[config.mk]
export PLATFORM = sky130hd
export DESIGN_NAME = trade_z_seq
export DESIGN_NICKNAME = d
export VERILOG_FILES = /design/src/rtl/trade_z_seq.sv
export SDC_FILE = /design/constraint.sdc
export NUM_CORES = 1
export LEC_CHECK = 0
export ABC_AREA = 0
export CAP_MARGIN = 40
export CORE_UTILIZATION = 55
export DETAILED_ROUTE_END_ITERATION = 6
export PLACE_DENSITY = 0.75
export SKIP_CTS_REPAIR_TIMING = 1
export SYNTH_ARGS = -nofsm -noshare
export SYNTH_HDL_FRONTEND = slang
export SYNTH_SLANG_ARGS = --single-unit
export TNS_END_PERCENT = 100
[constraint.sdc]
create_clock -name clk -period 2.4 [get_ports clk]
set_input_delay 0.48 -clock clk [delete_from_list [all_inputs] [get_ports clk]]
set_output_delay 0.48 -clock clk [all_outputs]
set_load 0.02 [all_outputs]
[src/rtl/trade_z_seq.sv]
// Multi-cycle Z-score trade signal: iterative sqrt of the variance, then a restoring
// divide of |sample - mean| << FRAC_W by the stddev, with a post-signal cooldown.
module trade_z_seq #(
   parameter int unsigned DATA_W       = 8,
   parameter int unsigned FRAC_W       = 8,
   parameter int unsigned Z_THRESHOLD  = 100,
   parameter int unsigned HOLD_RESULTS = 2
) (
   input  logic                       clk,
   input  logic                       rst,
   input  logic                       in_valid,
   output logic                       in_ready,
   input  logic [DATA_W-1:0]          mean,
   input  logic [DATA_W-1:0]          sample,
   input  logic [2*DATA_W-1:0]        sqr_mean,
   output logic                       out_valid,
   output logic [DATA_W+FRAC_W-1:0]   z_score,
   output logic                       buy_signal,
   output logic                       sell_signal
);

   localparam int unsigned Z_W    = DATA_W + FRAC_W;
   localparam int unsigned CNT_W  = $clog2(Z_W + 1);
   localparam int unsigned COOL_W = (HOLD_RESULTS > 0) ? $clog2(HOLD_RESULTS + 1) : 1;

   typedef enum logic [1:0] {StIdle, StSqrt, StDiv, StDone} state_e;

   state_e              state_q, state_d;
   logic                rdy_q;
   logic [DATA_W-1:0]   mean_q, mean_d, sample_q, sample_d;
   logic [DATA_W-1:0]   root_q, root_d, rem_q, rem_d, drem_q, drem_d;
   logic [2*DATA_W-1:0] rad_q, rad_d, sq;
   logic [Z_W-1:0]      dq_q, dq_d, z_q, z_d, quot, z_new;
   logic [CNT_W-1:0]    cnt_q, cnt_d;
   logic [COOL_W-1:0]   cool_q, cool_d;
   logic                ov_q, ov_d, buy_q, buy_d, sell_q, sell_d;

   logic [DATA_W+1:0]   r_shift, r_trial;
   logic                r_ge;
   logic [DATA_W:0]     d_shift;
   logic                d_ge;
   logic [DATA_W-1:0]   diff;
   logic                hit;

   assign sq = {{DATA_W{1'b0}}, mean} * {{DATA_W{1'b0}}, mean};

   // Sqrt step: remainder stays below 2^DATA_W until the final step, whose remainder is dropped.
   assign r_shift = {rem_q, rad_q[2*DATA_W-1 -: 2]};
   assign r_trial = {root_q, 2'b01};
   assign r_ge    = r_shift >= r_trial;

   assign d_shift = {drem_q, dq_q[Z_W-1]};
   assign d_ge    = d_shift >= {1'b0, root_q};
   assign quot    = {dq_q[Z_W-2:0], d_ge};
   assign z_new   = (root_q == '0) ? '0 : quot;
   assign hit     = z_new > Z_W'(Z_THRESHOLD);

   assign diff     = (sample_q > mean_q) ? sample_q - mean_q : mean_q - sample_q;
   assign in_ready = (state_q == StIdle) && rdy_q;

   always_comb begin
      state_d  = state_q;
      mean_d   = mean_q;
      sample_d = sample_q;
      root_d   = root_q;
      rem_d    = rem_q;
      rad_d    = rad_q;
      drem_d   = drem_q;
      dq_d     = dq_q;
      cnt_d    = cnt_q;
      cool_d   = cool_q;
      z_d      = z_q;
      ov_d     = ov_q;
      buy_d    = buy_q;
      sell_d   = sell_q;
      unique case (state_q)
         StIdle: begin
            if (in_valid && in_ready) begin
               mean_d   = mean;
               sample_d = sample;
               rad_d    = (sqr_mean < sq) ? '0 : sqr_mean - sq;
               rem_d    = '0;
               root_d   = '0;
               cnt_d    = '0;
               state_d  = StSqrt;
            end
         end
         StSqrt: begin
            rem_d  = r_ge ? DATA_W'(r_shift - r_trial) : r_shift[DATA_W-1:0];
            root_d = {root_q[DATA_W-2:0], r_ge};
            rad_d  = {rad_q[2*DATA_W-3:0], 2'b00};
            cnt_d  = cnt_q + CNT_W'(1);
            if (cnt_q == CNT_W'(DATA_W - 1)) begin
               cnt_d   = '0;
               drem_d  = '0;
               dq_d    = {diff, {FRAC_W{1'b0}}};
               state_d = StDiv;
            end
         end
         StDiv: begin
            drem_d = d_ge ? DATA_W'(d_shift - {1'b0, root_q}) : d_shift[DATA_W-1:0];
            dq_d   = quot;
            cnt_d  = cnt_q + CNT_W'(1);
            if (cnt_q == CNT_W'(Z_W - 1)) begin
               state_d = StDone;
               ov_d    = 1'b1;
               z_d     = z_new;
               if (cool_q != '0) begin
                  buy_d  = 1'b0;
                  sell_d = 1'b0;
                  cool_d = cool_q - COOL_W'(1);
               end else begin
                  buy_d  = hit && (sample_q < mean_q);
                  sell_d = hit && (sample_q > mean_q);
                  if (hit && (sample_q != mean_q)) cool_d = COOL_W'(HOLD_RESULTS);
               end
            end
         end
         StDone: begin
            ov_d    = 1'b0;
            buy_d   = 1'b0;
            sell_d  = 1'b0;
            state_d = StIdle;
         end
         default: state_d = StIdle;
      endcase
   end

   always_ff @(posedge clk or negedge rst) begin
      if (!rst) begin
         state_q  <= StIdle;
         rdy_q    <= 1'b0;
         mean_q   <= '0;
         sample_q <= '0;
         root_q   <= '0;
         rem_q    <= '0;
         rad_q    <= '0;
         drem_q   <= '0;
         dq_q     <= '0;
         cnt_q    <= '0;
         cool_q   <= '0;
         z_q      <= '0;
         ov_q     <= 1'b0;
         buy_q    <= 1'b0;
         sell_q   <= 1'b0;
      end else begin
         state_q  <= state_d;
         rdy_q    <= 1'b1;
         mean_q   <= mean_d;
         sample_q <= sample_d;
         root_q   <= root_d;
         rem_q    <= rem_d;
         rad_q    <= rad_d;
         drem_q   <= drem_d;
         dq_q     <= dq_d;
         cnt_q    <= cnt_d;
         cool_q   <= cool_d;
         z_q      <= z_d;
         ov_q     <= ov_d;
         buy_q    <= buy_d;
         sell_q   <= sell_d;
      end
   end

   assign out_valid   = ov_q;
   assign z_score     = z_q;
   assign buy_signal  = buy_q;
   assign sell_signal = sell_q;

endmodule

=== After elaboration in Yosys (flattened, before gate mapping) ===
Index checks and enable logic that the tools add are counted.

* Reduce and logical (&&, ||, !) cells: 21
* Mux-type cells: 31
* Eq/ne operators: 9
* Add/subtract/negate cells: 7
* Multipliers: 1
* Magnitude comparators: 6

{| class="wikitable"
|+ Operator list
! cell !! number
|-
| two-way mux 16 bit || 4
|-
| one-hot mux 16 bit (2 select lines) || 2
|-
| one-hot mux 8 bit (2 select lines) || 3
|-
| two-way mux 8 bit || 5
|-
| subtractor 8 bit || 4
|-
| > comparator 16 x 7 -> 1 bit, second input constant || 1
|-
| less-than comparator 16 bit || 1
|-
| multiplier 8 x 8 -> 16 bit || 1
|-
| subtractor 16 bit || 1
|-
| one-hot mux 5 bit (3 select lines) || 1
|-
| AND reduction 2 bit || 6
|-
| >= comparator 10 bit || 1
|-
| two-way mux 2 bit || 5
|-
| two-way mux 5 bit || 2
|-
| nonzero test 2 bit || 5
|-
| >= comparator 9 x 8 -> 1 bit || 1
|-
| > comparator 8 bit || 1
|-
| zero test 8 bit || 1
|-
| less-than comparator 8 bit || 1
|-
| != test 8 bit || 1
|-
| one-hot mux 2 bit (4 select lines) || 1
|-
| one-hot mux 1 bit (2 select lines) || 3
|-
| AND reduction 3 bit || 2
|-
| adder 5 x 1 -> 5 bit, second input constant || 1
|-
| other kinds (11) || 21
|}

* Output and inout port bits: 20
* Bits in registers: 101

=== Depth between registers and ports, before layout ===
Gate-level depths: netlist (run 1).

* Depth in word-level cells: 7
* Mapped depth: 26
* Depth with buffers taken out: 24

=== Least setup slack after synthesis (run 1) ===
OpenSTA, ideal clock, no wires.

* Path kind: input -> register
* Start: input port mean[6]
* End: register rad_q[10]
* Arrival: 5.665 ns
* Stages: 24
* Data required time: 2.277 ns
* Path slack: -3.388 ns
* Setup time: 0.123 ns
* Cells stage by stage: clkbuf_1 > and2_1 > fa_1 > fa_1 > inv_1 > fa_1 > fa_1 > inv_1 > ha_1 > o21a_1 > o21ai_0 > a21oi_1 > o21a_1 > o21a_1 > nor2_1 > xor2_1 > ha_1 > clkbuf_1 > a31o_2 > a211oi_1 > a211oi_2 > buf_6 > a221oi_2 > nor2_1

* Longest elaborated chain between the ends: 5

{| class="wikitable"
|+ RTL lines
! what !! RTL line !! text
|-
| start: declaration || 13 || <nowiki>input logic [DATA_W-1:0] mean,</nowiki>
|-
| multiplier 8 x 8 -> 16 bit (*) || 45 || <nowiki>assign sq = {{DATA_W{1'b0}}, mean} * {{DATA_W{1'b0}}, mean};</nowiki>
|-
| subtractor 16 bit or less-than comparator 16 bit (tied branches) || 81 || <nowiki>rad_d = (sqr_mean < sq) ? '0 : sqr_mean - sq;</nowiki>
|-
| two-way mux 16 bit (*) || 81 ||
|-
| two-way mux 16 bit (*) || 78 || <nowiki>if (in_valid && in_ready) begin</nowiki>
|-
| one-hot mux 16 bit (2 select lines) (*) || 76 || <nowiki>unique case (state_q)</nowiki>
|-
| end signal: assignment || 153 || <nowiki>rad_q <= rad_d;</nowiki>
|-
| end: declaration || 32 || <nowiki>logic [2*DATA_W-1:0] rad_q, rad_d, sq;</nowiki>
|}

Mark *: on every way between the ends. The rest lies on a longest branch, timed or not. The select of a mux whose other input is x is not followed.
A chain may end at the register's enable or synchronous reset.

=== Final worst setup path (run 1) ===
* Start: input port mean[7]
* End: register rad_q[7]

Same word-level chain as after synthesis.

==> metrics.yaml, run 1 <==
synth:
  synth_area_sq_mm: 0.00795
  postSynthAreaPerCell_sq_um: 9.51
  syn_inst: 836
  yosys.area_share.simple_pct: 13.1
  synth_compound_area_share_pct: 19.3
  ys_seq_area_share_pct: 31.8
  synth_top_family_by_area: "adder cells"
  synth-edff-count: 0
  synth-seq-cells: 101
  yosys_warnings: 0
  synthAdderAreaFrac_pct: 20.3
  async_reset_ff_share_pct: 100
  muxShareOfSynthArea_pct: 4.41
  yosys.area_share.xor_xnor_pct: 4.85
  ys.flop_type: "dfrtp_1"
  synth.distinct_cells: 68
timing:
  clock_skew_ns: 0.00823
  timing.final.crit_period_ns: 5.36
  fin_hold_ws_ns: 0.121
  tightest_slew_ns: 0.582
  maxSlewViolCount: 0
  max_freq_mhz: 187
  setup_violations: 22
  fin_crit_sh_pct: 223
  slew_headroom_pct: 61.2
  rsz0062_at_grt: "yes"
  worst_slack_ns: -2.96
  hold_violations: 0
floorplanning:
  floorplan.initialDensity_pct: 56.8
  die_x_um: 122
  coreArea_sq_mm: 0.0140
  dieArea_sq_mm: 0.0149
  die_h_um: 122
  rows: 43
  io_pins: 55
detailed_routing:
  avgRoutedWirePerCell_um: 16.1
  drt_iter0_markers: 575
  via_per_inst: 5.70
  antenna_left: 0
  vias: 6792
  finalWirelength_um: 19200
  drc: 0
  drtPass1Iterations: 5
worst_setup_path:
  critPathKind: "input pin to flip-flop"
  crit_arrival_ns: 5.62
  cp.required_ns: 2.66
  critPathLaunchType: "input pin"
  r2r-start: "sample_q[0]$_DFFE_PN0P_"
  reg2reg_slack_ns: -0.23
  path_max_fanout: 6
  reg2reg_depth: 12
  critPathCaptureType: "flip-flop"
  worstReg2RegEnd: "dq_q[14]$_DFFE_PN0P_"
pwr:
  power_density_mw_per_mm2: 1520
  peakVddDrop_mv: 1.22
  p_leak_nw: 4.90
global_route:
  grtUsageTotal_pct: 26.1
  antenna_found_initial: 0
  grt_pass1_wl_um: 31300
  grt_pass1_vias: 6841
  grt_max_degree: 44
  overflow: 0
clock_network:
  cts_buffers: 9
  htree_levels: 3
  cts_root_buffer: "clkbuf_16"
  cts_buffer_depth: 2
  cts_tree: "built"
  clk_pin_slew_ns: 0.08
  clkLatencyLatePin_ns: 0.34
  cts_sinks: 101
layout:
  ff_latch_area_sq_mm: 0.00253
  layout.nets: 1155
  layout_commonest_cell: "buf_4"
  nFillCells: 948
  multi_input_area_sq_mm: 0.00529
  finalInstanceArea_sq_mm: 0.0103
  area_growth_pct: 29.6
  stdcell_count: 1192
  final_cell_mix: "buf_4, dfrtp_1, inv_1"
  drive_gt1_share_pct: 25.6
  fin_util_pct: 73.6
  antenna_cells: 0
placement:
  numPortBuffers: 54
  dpl.cell_count: 1153
  dpl-instance-area_sq_mm: 0.00952
  place.gp.congestion: 0.924
  hpwl_um: 14300
  dpl_worst_slack_ns: -3.87
hold_path:
  hold_path_class: "input pin to async pin"
outcome:
  violations: "setup timing"
  outcome: "finished with violations"
flow_run:
  drv_cap: 0
## report_power, final
group          switching [W]  internal, W  leakage (nW)
Sequential          0.000467      0.00226          1.31
Clock               0.000710     0.000837         0.152
Combinational        0.00584      0.00557          3.44
## flip-flops by register name (all words and copies together), names as in the netlist, 2 cells and up
signal    cells
rad_q        16
root_q        8
sample_q      8
mean_q        8
dq_q         16
cnt_q         5
z_score      16
cool_q        2
drem_q        8
state_q       2
rem_q         8
## synthesized netlist by cell type (6+ instances only)
master	n	area (sq um)
o21ai_1	10	50.1
a21o_1	10	75.1
dfrtp_1	101	2530
nor2b_1	11	68.8
nor4_1	6	37.5
buf_2	6	30.0
o22ai_1	9	56.3
ha_1	86	1080
fa_1	27	541
mux2_2	15	169
a221oi_2	11	165
inv_1	87	327
a22o_1	24	210
and2_1	25	156
clkbuf_1	16	60.1
o21ai_0	44	220
nor3_1	10	50.1
o311ai_0	7	61.3
nand2_1	66	248
xor2_1	24	210
mux2i_1	14	140
a21oi_1	44	220
xnor2_1	20	175
nand3_1	14	70.1
nor2_1	47	176
o21a_1	13	97.6
nand2b_1	11	68.8
## area by class of cell
class                      instances  area share [%]
clock buffer                       9            2.19
clock inverter                     7           0.863
inverter                          87            3.17
multi-input combinational        618            51.4
sequential                       101            24.5
tap                              180            2.19
timing repair buffer             190            15.6
## how the worst max path moves through the flow
stage / start / end / cells past startpoint
2_1_floorplan: mean[6] / rad_q[10]$_DFFE_PN0P_ / 24
3_3_place_gp: mean[2] / rad_q[11]$_DFFE_PN0P_ / 25
3_5_place_dp: mean[2] / rad_q[13]$_DFFE_PN0P_ / 23
4_1_cts: mean[2] / rad_q[13]$_DFFE_PN0P_ / 24
5_1_grt: mean[7] / rad_q[7]$_DFFE_PN0P_ / 22
6_report: mean[7] / rad_q[7]$_DFFE_PN0P_ / 22
## critical path, cell delays in order
cell and delay, ns:
buf_8 0.10, and2_4 0.16, fa_1 0.50, fa_1 0.52, inv_1 0.05, fa_1 0.46
fa_1 0.51, inv_2 0.05, ha_4 0.23, o21a_1 0.11, o21ai_2 0.12, a21oi_2 0.05
o21a_1 0.18, o21a_1 0.18, o41a_1 0.35, xnor2_2 0.15, ha_1 0.32, nand4_1 0.12
a21o_1 0.21, a211oi_4 0.35, nand2_2 0.18, o22ai_2 0.21
## stage by stage
step	setup TNS [ns]	total power, W
6_report	-47.44	0.0157
5_1_grt	-51.53	0.0169
4_1_cts	-55.92	0.0141
3_5_place_dp	-61.30	0.0125
3_3_place_gp	-57.61	0.0120
2_1_floorplan	-46.49	0.00955
## kinds of logic (layout without fill, tap and decap cells)
family                   count (synthesis)  in the layout
AO/OA/AOI/OAI                          213            213
XOR/XNOR                                44             44
adder cells (fa/ha/maj)                113            113
buffers and inverters                  118            293
flip-flops                             101            101
multiplexers                            32             32
other                                    2              3
AND/OR/NAND/NOR                        213            213
## metal layers
metal,part of all wire (%),track usage [%]
met2,51,46.1
met4,2.7,8.00
met3,3.3,3.18
met1,43,33.1
met5,0,0
(Power assumes the default switching activity.)
==> run 2: changes to the inputs <==
--- a/config.mk
+++ b/config.mk
@@ -8,6 +8,7 @@
 export ABC_AREA = 0
 export CAP_MARGIN = 40
 export CORE_UTILIZATION = 55
+export CTS_BUF_LIST = sky130_fd_sc_hd__clkbuf_2
 export DETAILED_ROUTE_END_ITERATION = 6
 export PLACE_DENSITY = 0.75
 export SKIP_CTS_REPAIR_TIMING = 1
==> run 2 against run 1 <==
- the flow still finishes with violations (setup timing)
- flip-flop and latch count stayed put
- total power is 6.3% lower
- die area stayed put
- largest cell class unchanged
==> metrics.yaml, run 2 (synthesized netlist as in run 1, its figures left out) <==
detailed_routing:
  avgRoutedWirePerCell_um: 15.7
  drc: 0
  finalWirelength_um: 18800
  drt_iter0_markers: 505
  via_per_inst: 5.68
  drtPass1Iterations: 6
  vias: 6768
  antenna_left: 0
layout:
  layout_commonest_cell: "buf_4"
  area_growth_pct: 26.8
  layout.nets: 1154
  fin_util_pct: 72.0
  drive_gt1_share_pct: 24.9
  final_cell_mix: "buf_4, dfrtp_1, inv_1"
placement:
  hpwl_um: 14300
  numPortBuffers: 54
  place.gp.congestion: 0.924
worst_setup_path:
  reg2reg_slack_ns: -0.22
  cp.required_ns: 2.92
  path_max_fanout: 7
  critPathLaunchType: "input pin"
  critPathCaptureType: "flip-flop"
  crit_arrival_ns: 5.59
  critPathKind: "input pin to flip-flop"
flow_run:
  drv_cap: 0
timing:
  rsz0062_at_grt: "yes"
  fin_hold_ws_ns: 0.225
  slew_headroom_pct: 60.9
  fin_crit_sh_pct: 211
  max_freq_mhz: 197
  timing.final.crit_period_ns: 5.07
  maxSlewViolCount: 0
  tightest_slew_ns: 0.586
  hold_violations: 0
  clock_skew_ns: 0.0364
  worst_slack_ns: -2.67
  setup_violations: 22
clock_network:
  cts_buffer_depth: 2
  cts_root_buffer: "clkbuf_2"
  cts_sinks: 101
  clkLatencyLatePin_ns: 0.60
  htree_levels: 3
  clk_pin_slew_ns: 0.31
  cts_buffers: 9
  cts_tree: "built"
floorplanning:
  die_x_um: 122
  io_pins: 55
  die_h_um: 122
  coreArea_sq_mm: 0.0140
  dieArea_sq_mm: 0.0149
  floorplan.initialDensity_pct: 56.8
  rows: 43
global_route:
  antenna_found_initial: 1
  overflow: 0
  grt_pass1_wl_um: 31000
  grt_pass1_vias: 6741
  grtUsageTotal_pct: 25.8
  grt_max_degree: 44
outcome:
  outcome: "finished with violations"
  violations: "setup timing"
hold_path:
  hold_path_class: "input pin to flip-flop"
pwr:
  p_leak_nw: 4.80
  power_density_mw_per_mm2: 1460
  peakVddDrop_mv: 1.16
[run 2: changes by cell type in the layout (fill, tap and decap cells not counted), sizes merged]
cell / change
dlygate4sd3: +1
dlymetal6s2s: -1
clkbuf: +1
buf: -2
diode: +1
[run 2: area by class of cell]
type,instances,area [sq um]
multi-input cells,618,5270
fillers,1016,3920
flip-flops and latches,101,2530
repair buffers,189,1590
inverters,87,327
well taps,180,225
clock inverters,7,88.8
clock buffers,9,45.0
diodes,1,2.50
[run 2: through the flow]
step | instances | instance area (sq um) | total power, W | setup WS (ns) | TNS, ns
after floorplan | 837 | 8080 | 0.00955 | -2.92 | -46.49
after global placement | 1153 | 9520 | 0.0120 | -3.61 | -57.61
after detailed placement | 1153 | 9520 | 0.0125 | -3.87 | -61.30
after CTS | 1169 | 9650 | 0.0135 | -3.22 | -51.44
after global routing | 1192 | 10100 | 0.0159 | -2.83 | -46.28
final | 1192 | 10100 | 0.0147 | -2.67 | -42.97
[run 2: critical path, stage by stage]
cell and delay (ns):
buf_12 0.11, and2_4 0.16, fa_1 0.50, fa_1 0.54, inv_2 0.04, fa_1 0.49, fa_1 0.51, inv_2 0.05
ha_4 0.18, nor3_1 0.24, a21oi_2 0.09, o21a_1 0.18, o21a_1 0.18, o41a_1 0.35, xnor2_2 0.17, ha_4 0.30
nand4_1 0.11, a21o_1 0.21, a211oi_4 0.33, nand2_2 0.18, o22ai_2 0.18
[run 2: worst paths after layout]
| kind | cells past startpoint | endpoint | from |
|---|---|---|---|
| worst max-delay path | 21 | rad_q[7]$_DFFE_PN0P_ | mean[2] |
| worst min-delay path | 3 | mean_q[3]$_DFFE_PN0P_ | mean[3] |
| worst max register to register | 11 | dq_q[15]$_DFFE_PN0P_ | sample_q[0]$_DFFE_PN0P_ |
| worst min register to register | 2 | rem_q[7]$_DFFE_PN0P_ | rem_q[7]$_DFFE_PN0P_ |
| max in group asynchronous | 3 | rad_q[11]$_DFFE_PN0P_ | rst |
| min in group asynchronous | 2 | rem_q[0]$_DFFE_PN0P_ | rst |
[run 2: metal layers]
layer,vias to the layer above,GRT usage [%],wire length [um]
li1,3260,-,-
met1,3332,33.4,8130
met2,157,45.8,9790
met3,19,2.67,596
met4,0,6.17,251
met5,-,0,0
[run 2: power breakdown]
group	switching [W]	internal (W)
combinational	0.00562	0.00545
sequential	0.000448	0.00226
clock	0.000663	0.000271
